**src/rtl/clock_pkg.sv**
```systemverilog
// Shared definitions for the clock command path: mode codes, FSM states,
// field table, factory date and calendar helpers also used by the clock core.
package clock_pkg;

  typedef enum logic [2:0] {
    IDLE   = 3'd0,
    FIELD  = 3'd1,
    CHECK  = 3'd2,
    COMMIT = 3'd3,
    ERR    = 3'd4
  } state_e;

  localparam logic [2:0] MODE_ALARM_OFF = 3'd0;
  localparam logic [2:0] MODE_FMT12     = 3'd1;
  localparam logic [2:0] MODE_FMT24     = 3'd2;
  localparam logic [2:0] MODE_SET_TIME  = 3'd3;
  localparam logic [2:0] MODE_SET_ALARM = 3'd4;
  localparam logic [2:0] MODE_TIMER     = 3'd5;
  localparam logic [2:0] MODE_FACTORY   = 3'd6;

  localparam int NUM_FIELDS = 6;
  typedef logic [NUM_FIELDS-1:0][11:0] staging_t;

  localparam logic [4:0]  RESET_DAY     = 5'd1;
  localparam logic [3:0]  RESET_MONTH   = 4'd1;
  localparam logic [11:0] RESET_YEAR    = 12'd2020;
  localparam logic [4:0]  FACTORY_DAY   = 5'd1;
  localparam logic [3:0]  FACTORY_MONTH = 4'd1;
  localparam logic [11:0] FACTORY_YEAR  = 12'd2024;

  function automatic logic [2:0] field_count(input logic [2:0] mode);
    case (mode)
      MODE_SET_TIME:  return 3'd6;
      MODE_SET_ALARM: return 3'd3;
      MODE_TIMER:     return 3'd2;
      default:        return 3'd0;
    endcase
  endfunction

  function automatic logic is_leap(input logic [11:0] year);
    return (((year % 12'd4) == 12'd0) && ((year % 12'd100) != 12'd0)) ||
           ((year % 12'd400) == 12'd0);
  endfunction

  function automatic logic [4:0] days_in_month(input logic [3:0] month, input logic [11:0] year);
    case (month)
      4'd2:                       return is_leap(year) ? 5'd29 : 5'd28;
      4'd4, 4'd6, 4'd9, 4'd11:    return 5'd30;
      default:                    return 5'd31;
    endcase
  endfunction

endpackage

```
**src/rtl/cmd_range_check.sv**
```systemverilog
// Combinational validator: checks the staged fields of a command against
// the legal ranges of its mode, on the full 12-bit beat values.
module cmd_range_check
  import clock_pkg::*;
#(
  parameter int YEAR_MIN = 2020,
  parameter int YEAR_MAX = 2025
) (
  input  logic [11:0] mode,
  input  staging_t    fields,
  output logic        ok
);

  localparam logic [11:0] YMIN = 12'(YEAR_MIN);
  localparam logic [11:0] YMAX = 12'(YEAR_MAX);

  logic       hms_ok_s;
  logic       date_ok_s;
  logic       timer_ok_s;
  logic [4:0] dim_s;

  // Field legality per mode
  always_comb begin
    hms_ok_s   = (fields[0] <= 12'd23) && (fields[1] <= 12'd59) && (fields[2] <= 12'd59);
    dim_s      = days_in_month(fields[4][3:0], fields[5]);
    date_ok_s  = (fields[4] >= 12'd1) && (fields[4] <= 12'd12) &&
                 (fields[5] >= YMIN) && (fields[5] <= YMAX) &&
                 (fields[3] >= 12'd1) && (fields[3] <= {7'd0, dim_s});
    timer_ok_s = (fields[0] <= 12'd59) && (fields[1] <= 12'd59) &&
                 ((fields[0] != 12'd0) || (fields[1] != 12'd0));
    case (mode)
      {9'd0, MODE_ALARM_OFF},
      {9'd0, MODE_FMT12},
      {9'd0, MODE_FMT24},
      {9'd0, MODE_FACTORY}:   ok = 1'b1;
      {9'd0, MODE_SET_TIME}:  ok = hms_ok_s && date_ok_s;
      {9'd0, MODE_SET_ALARM}: ok = hms_ok_s;
      {9'd0, MODE_TIMER}:     ok = timer_ok_s;
      default:                ok = 1'b0;
    endcase
  end

endmodule

```
**src/rtl/clock_cmd_controller.sv**
```systemverilog
// Beat-serial command sequencer for the clock core: collects mode + fields,
// range-checks them and drives the core's set/alarm/timer/format inputs.
module clock_cmd_controller
  import clock_pkg::*;
#(
  parameter int TIMEOUT_CYC = 30,
  parameter int YEAR_MIN    = 2020,
  parameter int YEAR_MAX    = 2025
) (
  input  logic        clk,
  input  logic        reset,
  input  logic        cmd_valid,
  input  logic [11:0] cmd_data,
  output logic        cmd_ready,
  output logic        load_time,
  output logic [4:0]  set_hour,
  output logic [5:0]  set_min,
  output logic [5:0]  set_sec,
  output logic [4:0]  set_day,
  output logic [3:0]  set_month,
  output logic [11:0] set_year,
  output logic [4:0]  alarm_hour,
  output logic [5:0]  alarm_min,
  output logic [5:0]  alarm_sec,
  output logic        alarm_enable,
  output logic [5:0]  timer_min,
  output logic [5:0]  timer_sec,
  output logic        timer_start,
  output logic        fmt_24h,
  output logic        cmd_done,
  output logic        cmd_err
);

  localparam int            TW           = $clog2(TIMEOUT_CYC + 1);
  localparam logic [TW-1:0] TIMEOUT_LAST = TW'(TIMEOUT_CYC - 1);
  localparam logic [TW-1:0] CNT_ONE      = TW'(1);

  state_e        state_r, next_state_s;
  logic          cmd_ready_r;
  logic [2:0]    mode_r, field_cnt_r, nfields_s;
  logic [TW-1:0] idle_cnt_r;
  staging_t      staging_r, stage_view_s;
  logic [11:0]   check_mode_s;
  logic          beat_s, last_beat_s, mode_known_s, ok_s, ok_r;

  logic [4:0]  set_hour_r, set_day_r, alarm_hour_r;
  logic [5:0]  set_min_r, set_sec_r, alarm_min_r, alarm_sec_r, timer_min_r, timer_sec_r;
  logic [3:0]  set_month_r;
  logic [11:0] set_year_r;
  logic        alarm_enable_r, fmt_24h_r, load_time_r, timer_start_r, cmd_done_r, cmd_err_r;

  // Beat decode; the validator sees the staging with the incoming beat merged in
  always_comb begin
    beat_s       = cmd_valid && cmd_ready_r;
    mode_known_s = (cmd_data <= 12'd6);
    check_mode_s = (state_r == IDLE) ? cmd_data : {9'd0, mode_r};
    nfields_s    = field_count(check_mode_s[2:0]);
    stage_view_s = staging_r;
    if ((state_r == FIELD) && beat_s) begin
      stage_view_s[field_cnt_r] = cmd_data;
    end else begin
      stage_view_s = staging_r;
    end
    last_beat_s = (state_r == FIELD) && beat_s && (field_cnt_r == (nfields_s - 3'd1));
  end

  cmd_range_check #(
    .YEAR_MIN(YEAR_MIN),
    .YEAR_MAX(YEAR_MAX)
  ) u_range_check (
    .mode  (check_mode_s),
    .fields(stage_view_s),
    .ok    (ok_s)
  );

  // Next-state logic
  always_comb begin
    next_state_s = state_r;
    case (state_r)
      IDLE: begin
        if (!beat_s) begin
          next_state_s = IDLE;
        end else if (!mode_known_s) begin
          next_state_s = ERR;
        end else if (nfields_s == 3'd0) begin
          next_state_s = CHECK;
        end else begin
          next_state_s = FIELD;
        end
      end
      FIELD: begin
        if (last_beat_s) begin
          next_state_s = CHECK;
        end else if (beat_s) begin
          next_state_s = FIELD;
        end else if (idle_cnt_r == TIMEOUT_LAST) begin
          next_state_s = ERR;
        end else begin
          next_state_s = FIELD;
        end
      end
      CHECK:   next_state_s = ok_r ? COMMIT : ERR;
      COMMIT:  next_state_s = IDLE;
      ERR:     next_state_s = IDLE;
      default: next_state_s = IDLE;
    endcase
  end

  // FSM, staging and counters
  always_ff @(posedge clk or posedge reset) begin
    if (reset) begin
      state_r     <= IDLE;
      cmd_ready_r <= 1'b1;
      mode_r      <= 3'd0;
      field_cnt_r <= 3'd0;
      idle_cnt_r  <= '0;
      staging_r   <= '0;
      ok_r        <= 1'b0;
    end else begin
      state_r     <= next_state_s;
      cmd_ready_r <= (next_state_s == IDLE) || (next_state_s == FIELD);
      if (next_state_s == CHECK) ok_r <= ok_s;
      if ((state_r == IDLE) && beat_s) begin
        mode_r      <= cmd_data[2:0];
        staging_r   <= '0;
        field_cnt_r <= 3'd0;
      end else if ((state_r == FIELD) && beat_s) begin
        staging_r   <= stage_view_s;
        field_cnt_r <= field_cnt_r + 3'd1;
      end
      if (beat_s || (state_r != FIELD)) idle_cnt_r <= '0;
      else                              idle_cnt_r <= idle_cnt_r + CNT_ONE;
    end
  end

  // Registered outputs; set_* move on entry to CHECK so they lead load_time by a cycle
  always_ff @(posedge clk or posedge reset) begin
    if (reset) begin
      load_time_r    <= 1'b0;
      timer_start_r  <= 1'b0;
      cmd_done_r     <= 1'b0;
      cmd_err_r      <= 1'b0;
      set_hour_r     <= 5'd0;
      set_min_r      <= 6'd0;
      set_sec_r      <= 6'd0;
      set_day_r      <= RESET_DAY;
      set_month_r    <= RESET_MONTH;
      set_year_r     <= RESET_YEAR;
      alarm_hour_r   <= 5'd0;
      alarm_min_r    <= 6'd0;
      alarm_sec_r    <= 6'd0;
      alarm_enable_r <= 1'b0;
      timer_min_r    <= 6'd0;
      timer_sec_r    <= 6'd0;
      fmt_24h_r      <= 1'b0;
    end else begin
      load_time_r   <= (state_r == CHECK) && ok_r &&
                       ((mode_r == MODE_SET_TIME) || (mode_r == MODE_FACTORY));
      timer_start_r <= (state_r == CHECK) && ok_r && (mode_r == MODE_TIMER);
      cmd_done_r    <= (state_r == CHECK) && ok_r;
      cmd_err_r     <= (next_state_s == ERR);
      if ((next_state_s == CHECK) && ok_s) begin
        if (check_mode_s == {9'd0, MODE_SET_TIME}) begin
          set_hour_r  <= stage_view_s[0][4:0];
          set_min_r   <= stage_view_s[1][5:0];
          set_sec_r   <= stage_view_s[2][5:0];
          set_day_r   <= stage_view_s[3][4:0];
          set_month_r <= stage_view_s[4][3:0];
          set_year_r  <= stage_view_s[5];
        end else if (check_mode_s == {9'd0, MODE_FACTORY}) begin
          set_hour_r  <= 5'd0;
          set_min_r   <= 6'd0;
          set_sec_r   <= 6'd0;
          set_day_r   <= FACTORY_DAY;
          set_month_r <= FACTORY_MONTH;
          set_year_r  <= FACTORY_YEAR;
        end
      end
      if ((state_r == CHECK) && ok_r) begin
        case (mode_r)
          MODE_SET_ALARM: begin
            alarm_hour_r   <= staging_r[0][4:0];
            alarm_min_r    <= staging_r[1][5:0];
            alarm_sec_r    <= staging_r[2][5:0];
            alarm_enable_r <= 1'b1;
          end
          MODE_ALARM_OFF: alarm_enable_r <= 1'b0;
          MODE_FMT12:     fmt_24h_r      <= 1'b0;
          MODE_FMT24:     fmt_24h_r      <= 1'b1;
          MODE_TIMER: begin
            timer_min_r <= staging_r[0][5:0];
            timer_sec_r <= staging_r[1][5:0];
          end
          default:        fmt_24h_r      <= fmt_24h_r;
        endcase
      end
    end
  end

  assign cmd_ready    = cmd_ready_r;
  assign load_time    = load_time_r;
  assign set_hour     = set_hour_r;
  assign set_min      = set_min_r;
  assign set_sec      = set_sec_r;
  assign set_day      = set_day_r;
  assign set_month    = set_month_r;
  assign set_year     = set_year_r;
  assign alarm_hour   = alarm_hour_r;
  assign alarm_min    = alarm_min_r;
  assign alarm_sec    = alarm_sec_r;
  assign alarm_enable = alarm_enable_r;
  assign timer_min    = timer_min_r;
  assign timer_sec    = timer_sec_r;
  assign timer_start  = timer_start_r;
  assign fmt_24h      = fmt_24h_r;
  assign cmd_done     = cmd_done_r;
  assign cmd_err      = cmd_err_r;

endmodule

```
**config.mk**
```make
export PLATFORM = sky130hd
export DESIGN_NAME = clock_cmd_controller
export DESIGN_NICKNAME = d
export VERILOG_FILES = /design/src/rtl/clock_pkg.sv /design/src/rtl/cmd_range_check.sv /design/src/rtl/clock_cmd_controller.sv
export SDC_FILE = /design/constraint.sdc
export NUM_CORES = 1
export LEC_CHECK = 0
export ABC_AREA = 1
export CORE_MARGIN = 3
export CORE_UTILIZATION = 53
export CTS_BUF_LIST = sky130_fd_sc_hd__clkbuf_16
export DETAILED_ROUTE_END_ITERATION = 8
export PLACE_DENSITY = 0.78
export SYNTH_ARGS = -nofsm -noshare
export SYNTH_HDL_FRONTEND = slang
export SYNTH_SLANG_ARGS = --single-unit
```
**constraint.sdc**
```tcl
create_clock -name clk -period 8.4 [get_ports clk]
set_clock_uncertainty 0.05 [all_clocks]
set_input_delay 0.84 -clock clk [delete_from_list [all_inputs] [get_ports clk]]
set_output_delay 0.84 -clock clk [all_outputs]
set_load 0.02 [all_outputs]
```
# Word level (Yosys, flattened, before mapping)
# Index checks and enable logic that the tools add are counted.
# totals
regBits	161
latch_bits	0
ram_bits	0
romBits	0
inputBits	15
output_inout_bits	74
word_cells	156
mem_count	0
# classes
n_addsub	3
n_mul	0
div_mod_pow	2
magnitude_cmp	13
n_eq_ne	28
shift	0
muxes	35
bitwise	0
n_reduce_logical	46
# op_table
op	count
72-bit two-way mux	3
72-bit bitwise mux	1
12-bit two-way mux	4
12-bit demux with 3-bit select	1
12-bit by 3-bit == test with 1-bit output, second input constant	3
12-bit by 6-bit less-or-equal comparator with 1-bit output, second input constant	3
12-bit zero test	3
12-bit nonzero test	3
5-bit two-way mux	5
12-bit by 2-bit == test with 1-bit output, second input constant	2
12-bit by 1-bit greater-or-equal comparator with 1-bit output, second input constant	2
3-bit two-way mux	8
1-bit logical AND	20
3-bit == test, second input constant	6
6-bit two-way mux	3
3-bit one-hot mux with 3 select lines	2
3-bit by 2-bit == test with 1-bit output, second input constant	5
12-bit by 1-bit == test with 1-bit output, second input constant	1
12-bit by 11-bit greater-or-equal comparator with 1-bit output, second input constant	1
12-bit by 11-bit less-or-equal comparator with 1-bit output, second input constant	1
12-bit by 3-bit less-or-equal comparator with 1-bit output, second input constant	1
12-bit by 4-bit less-or-equal comparator with 1-bit output, second input constant	1
12-bit by 5-bit less-or-equal comparator with 1-bit output	1
12-bit by 5-bit less-or-equal comparator with 1-bit output, second input constant	1
25 further kinds	46

# Depth between registers and ports, before layout
# depth
word_depth	18
ltp_mapped	53
ltp_nobuf	50

# Modules after synthesis
# From an unflattened synthesis, not the netlist that was laid out.
# unflattened
cells_unflattened	1109
hier_area_um2	8663.3
# modules_own_cells
mod	instances	cells_per_inst	area_per_inst_um2	seq_area_each_um2
clock_cmd_controller	1	846	7259.5	4041.4
cmd_range_check	1	263	1403.8	0.0

# Worst setup path after synthesis
# OpenSTA, ideal clock, no wires.
# synth_timing
kind	in2reg
startpoint	input port cmd_valid
endpoint	register set_day_r[4], in the netlist set_day[4]
setup_time_ns	0.135
t_arrival_ns	5.266
required_time_ns	8.215
path_slack_ns	2.949
stages	49
n_path_buf	3
path_cell_list	nand2_1 > nor2_4 > buf_6 > nand3_4 > nand2_4 > inv_2 > o21bai_4 > nand3_2 > nand2_1 > nand2_2 > nand2_4 > nand3_4 > nand3_4 > nand2_4 > nand2_2 > nand4_2 > nand2_2 > nand2_2 > [13 not listed] > nand2_1 > a21oi_2 > ha_1 > nand2_1 > o21ai_0 > nor4_1 > a211oi_1 > nand3_1 > o21ai_0 > nand4_1 > o41ai_1 > nand2_1 > a21boi_1 > nand2_1 > buf_2 > buf_2 > nand2_1 > o31ai_1
# synth_via
elab_chain_cells	15
elab_cells_between_ends	51
cone_classes	div: 2; order compare: 10; eq/ne: 6; mux: 9; reduce/logical: 24
# synth_lines
item	line_no	source
start, declared	clock_cmd_controller.sv:12	input logic cmd_valid,
1-bit logical AND *	clock_cmd_controller.sv:54	beat_s = cmd_valid && cmd_ready_r;
1-bit logical AND	clock_cmd_controller.sv:59, clock_cmd_controller.sv:64	
72-bit two-way mux	clock_cmd_controller.sv:59	if ((state_r == FIELD) && beat_s) begin
12-bit by 7-bit modulo with 12-bit output	clock_pkg.sv:41	return (((year % 12'd4) == 12'd0) && ((year % 12'd100) != 12'd0)) ||
12-bit nonzero test	clock_pkg.sv:41	
1-bit logical AND	clock_pkg.sv:41	
1-bit logical OR	clock_pkg.sv:41	
1-bit two-way mux	clock_pkg.sv:47	4'd2: return is_leap(year) ? 5'd29 : 5'd28;
5-bit one-hot mux with 2 select lines	clock_pkg.sv:46	case (month)
12-bit by 5-bit less-or-equal comparator with 1-bit output	cmd_range_check.sv:28	(fields[3] >= 12'd1) && (fields[3] <= {7'd0, dim_s});
1-bit logical AND	cmd_range_check.sv:28	
1-bit logical AND	cmd_range_check.sv:36	{9'd0, MODE_SET_TIME}: ok = hms_ok_s && date_ok_s;
1-bit one-hot mux with 4 select lines	cmd_range_check.sv:31	case (mode)
1-bit logical AND	clock_cmd_controller.sv:162	if ((next_state_s == CHECK) && ok_s) begin
2-bit AND reduction (no line)	-	
end signal, assigned	clock_cmd_controller.sv:167	set_day_r <= stage_view_s[3][4:0];
end, declared	clock_cmd_controller.sv:46	logic [4:0] set_hour_r, set_day_r, alarm_hour_r;
# Mark *: on every way between the ends. The rest lies on a longest branch, timed or not.
# A chain may end at the register's enable or synchronous reset.

# Final worst setup path
# layout_timing
startpoint	input port cmd_valid
endpoint	register set_sec_r[2], in the netlist set_sec[2]
# layout_via
elab_chain_cells	15
elab_cells_between_ends	51
cone_classes	div: 2; order compare: 10; eq/ne: 6; mux: 9; reduce/logical: 24
# layout_lines
item	line_no	source
1-bit logical AND *	clock_cmd_controller.sv:54	
1-bit logical AND	clock_cmd_controller.sv:59, clock_cmd_controller.sv:64	
72-bit two-way mux	clock_cmd_controller.sv:59	
12-bit by 7-bit modulo with 12-bit output	clock_pkg.sv:41	
12-bit nonzero test	clock_pkg.sv:41	
1-bit logical AND	clock_pkg.sv:41	
1-bit logical OR	clock_pkg.sv:41	
1-bit two-way mux	clock_pkg.sv:47	
5-bit one-hot mux with 2 select lines	clock_pkg.sv:46	
12-bit by 5-bit less-or-equal comparator with 1-bit output	cmd_range_check.sv:28	
1-bit logical AND	cmd_range_check.sv:28	
1-bit logical AND	cmd_range_check.sv:36	
1-bit one-hot mux with 4 select lines	cmd_range_check.sv:31	
1-bit logical AND	clock_cmd_controller.sv:162	
2-bit AND reduction (no line)	-	
end signal, assigned	clock_cmd_controller.sv:166	set_sec_r <= stage_view_s[2][5:0];
end, declared	clock_cmd_controller.sv:47	logic [5:0] set_min_r, set_sec_r, alarm_min_r, alarm_sec_r, timer_min_r, timer_sec_r;
# Marked as above.

==> results.md <==
* Type of origin of the critical path: input port
* Ys Warns at 0
* Vias at 6863
* CTS tree: yes
* Largest net degree at the start of global routing at 84
* Commonest non-fill, non-tap cells in the layout: nand2_1 (205), nor2_1 (159), dfrtp_1 (151)
* Most frequent CP cell: nand2_1
* Post-layout util at around two thirds
* DRC viols at 0
* Data required time of the worst path at 8.67 ns
* Sw frac at 24.3%
* # rows at 44
* Worst path slowest cell: nand2_2
* Sequential Power Share at 46.9%
* Core area at 14800 µm²
* Die X at 130 µm
* Fin nets at about 1100
* CTS Buf Count at 17
* Initial DRC count at 660
* I/O Buffers at 88
* Synth async-reset ratio at 100%
* Clock slew at reported path FFs at approximately 0.06 ns
* Critical path class: input port to flip-flop
* Sequential share of the synthesized area at ~50%
* Comb power frac at 6.0%
* Share of cells above drive strength 1 at between 10 and 15%
* Min Clock Period, post-route at approximately 7.2 ns
* Antenna-violating nets left at 0
* Yosys cell types at 51
* FMAX at between 100 and 150 MHz
* Most common cell after layout, fill and taps aside: nand2_1
* Clock power share at a little under half
* Top post-synthesis cells by area: dfrtp_1 (47%), nand2_1 (9.5%), nor2_1 (7.4%)
* Starting Density at approximately 55%
* Max Buffers Root-to-Sink at 2
* Initial antenna violation count at 0
* Sw Pwr at approximately 410 µW
* Max-cap violation count at 0
* CP max stage delay at 0.67 ns
* Diodes inserted at 0
* DR vias/cell at between 5 and 6
* P_leak at 0.00511 µW
* Synth Area per Inst at ~8.2 µm²
* IO Pins at ~90
* Worst vdd ir at roughly 0.16 mV
* Hold Path Class: flip-flop to flip-flop
* Number of synthesized register bits at 161
* Max-slew headroom at 21.3%
* Cell family with most CP delay: simple AND/OR/NAND/NOR gates
* Unrepaired setup endpoints after global routing: false
* Post-DR wirelength/cell at 15.1 µm
* Final Setup Violations at 0
* Power density cells at ~170 nW/µm²
* CTS root buffer: clkbuf_16
* Final Slew Violations at 0
* Int Pwr at 1280 µW
* Status: finished, final reports clean
* Clk_lat worst skew at 0.43 ns
* Gr usage total at 23.4%
* Setup_tns at 0 ns
* Synth Cell Area at between 8000 and 9000 µm²
* Synth top area share at a little under half
* Post_cts resized at 0
* Vias in the first global route at 6291
* Die area at between 15000 and 20000 µm²
* H-Tree Depth at 4
* Setup crit end kind: flip-flop
* # Post-CTS Setup Buffers at 0
* RePlAce Congestion at 0.869
* Filler cell count at 1241
* Area leader, netlist: dfrtp_1
* Fin Hold WS at between 0.4 and 0.5 ns
* Placed Area at 9130 µm²
* Crit path DAT at 7.49 ns
* DRT Wirelength at between 15000 and 20000 µm
* DR pass1 iterations at 5
* Layout overhead on the synthesized area at 20.1%
* CTS Sinks at 161
* Syn Inst Count at 985
* Fin. Hold Viols at 0
* Final period util at a little under nine tenths
* Syn_nets at ~1000
* Design Area, Final at between 9000 and 10000 µm²
* Post-synth EDFFs at 0
* Ys flop type: dfrtp_1
* Die Y at roughly 130 µm
* Critical path fanouts, max at 68
* Worst slew pin tran at ~1.2 ns
* First-pass GRT wire length at between 30000 and 40000 µm
* Global route total overflow at 0
* Cts hold-fix bufs at 0
* DP HPWL at approximately 13000 µm
* Buf/Inv on CP at 3
final timing paths:
check	end	from	slack [ns]	depth (start not counted)
min in group asynchronous	alarm_min[4]$_DFFE_PP0P_	reset	0.87	2
min	set_year[7]$_DFFE_PP1P_	set_year[7]$_DFFE_PP1P_	0.40	2
max	set_sec[2]$_DFFE_PP0P_	cmd_valid	1.17	45
min reg2reg	set_year[7]$_DFFE_PP1P_	set_year[7]$_DFFE_PP1P_	0.40	2
max reg2reg	set_sec[2]$_DFFE_PP0P_	cmd_ready$_DFF_PP1_	1.51	44
max in group asynchronous	staging_r[65]$_DFFE_PP0P_	reset	5.97	3
power by group through the flow:
stage	clock, µW	combinational, µW	sequential [µW]
after global routing	831	113	793
after CTS	803	102	792
after floorplan	0	59.8	807
final	796	101	792
after detailed placement	0	100	806
after global placement	0	99.5	806
worst register-to-register path: cells and delay by family, from the launching register on:
family / cells / cell delay (ns)
adders and majority gates: 1 / 0.28
DFF: 1 / 0.53
and+or+nand+nor: 33 / 4.43
buffers and inverters: 2 / 0.10
AOI/OAI and AO/OA: 8 / 1.40
area by class of cell:
cell class	instances	area, µm²	area share (%)
Timing Repair Buffer	92	911	9.35
Sequential cell	161	4040	41.5
Multi-Input combinational cell	678	3520	36.2
Clock inverter	15	183	1.88
Tap cell	184	230	2.36
Inverter	112	427	4.38
Clock buffer	17	425	4.37
Yosys cell counts, types with 3 or more instances:
master    instances
inv_1           103
o21ai_0          35
nand3_4           4
nor3_1           10
ha_1              5
o21ai_1           6
a21oi_2           3
nand2_2          28
dfrtp_1         151
o21ai_2           4
buf_1             3
nand2_1         206
nand4_1          22
nor2_1          160
o31ai_1          28
clkbuf_1         26
mux2_2           10
dfstp_2          10
nor4_1            7
nand2_4           7
nor2_2            4
a21oi_1          56
o21a_1            6
buf_2             4
inv_2             8
nand3_2           8
xor2_1            3
nand3_1          39
cell families (layout without fill, tap and decap cells):
logic type      after synthesis  count (layout)  share of synthesized area (%)
compound gates              156             156                           12.0
xor+xnor                      4               4                          0.432
fa+ha+maj                     5               5                          0.771
buf+inv                     146             236                           6.93
flops                       161             161                           49.8
mux                          10              10                           1.39
simple gates                503             503                           28.7
registers in the layout (all words and copies together), names as in the netlist, 3 cells and up:
name         count
field_cnt_r      3
idle_cnt_r       5
timer_min        6
alarm_min        6
set_month        4
set_day          5
alarm_hour       5
mode_r           3
state_r          3
set_sec          6
timer_sec        6
set_hour         5
staging_r       72
alarm_sec        6
set_year        12
set_min          6
metrics by stage:
stage,worst slack (ns),power [µW],instances
final,1.17,1690,1259
after global routing,0.350,1740,1259
after CTS,1.22,1700,1259
after detailed placement,0.809,906,1227
after global placement,1.06,905,1227
after floorplan,2.95,867,985
metal layers:
layer | global-route usage, % | up-vias | wire, µm | part of all wire (%)
met5 | 0 | - | 0 | 0
met4 | 9.05 | 0 | 409 | 2.2
met3 | 4.30 | 38 | 1050 | 5.5
met2 | 36.9 | 209 | 8860 | 47
met1 | 32.5 | 3261 | 8660 | 46
li1 | - | 3355 | - | -
(Power assumes the default switching activity.)
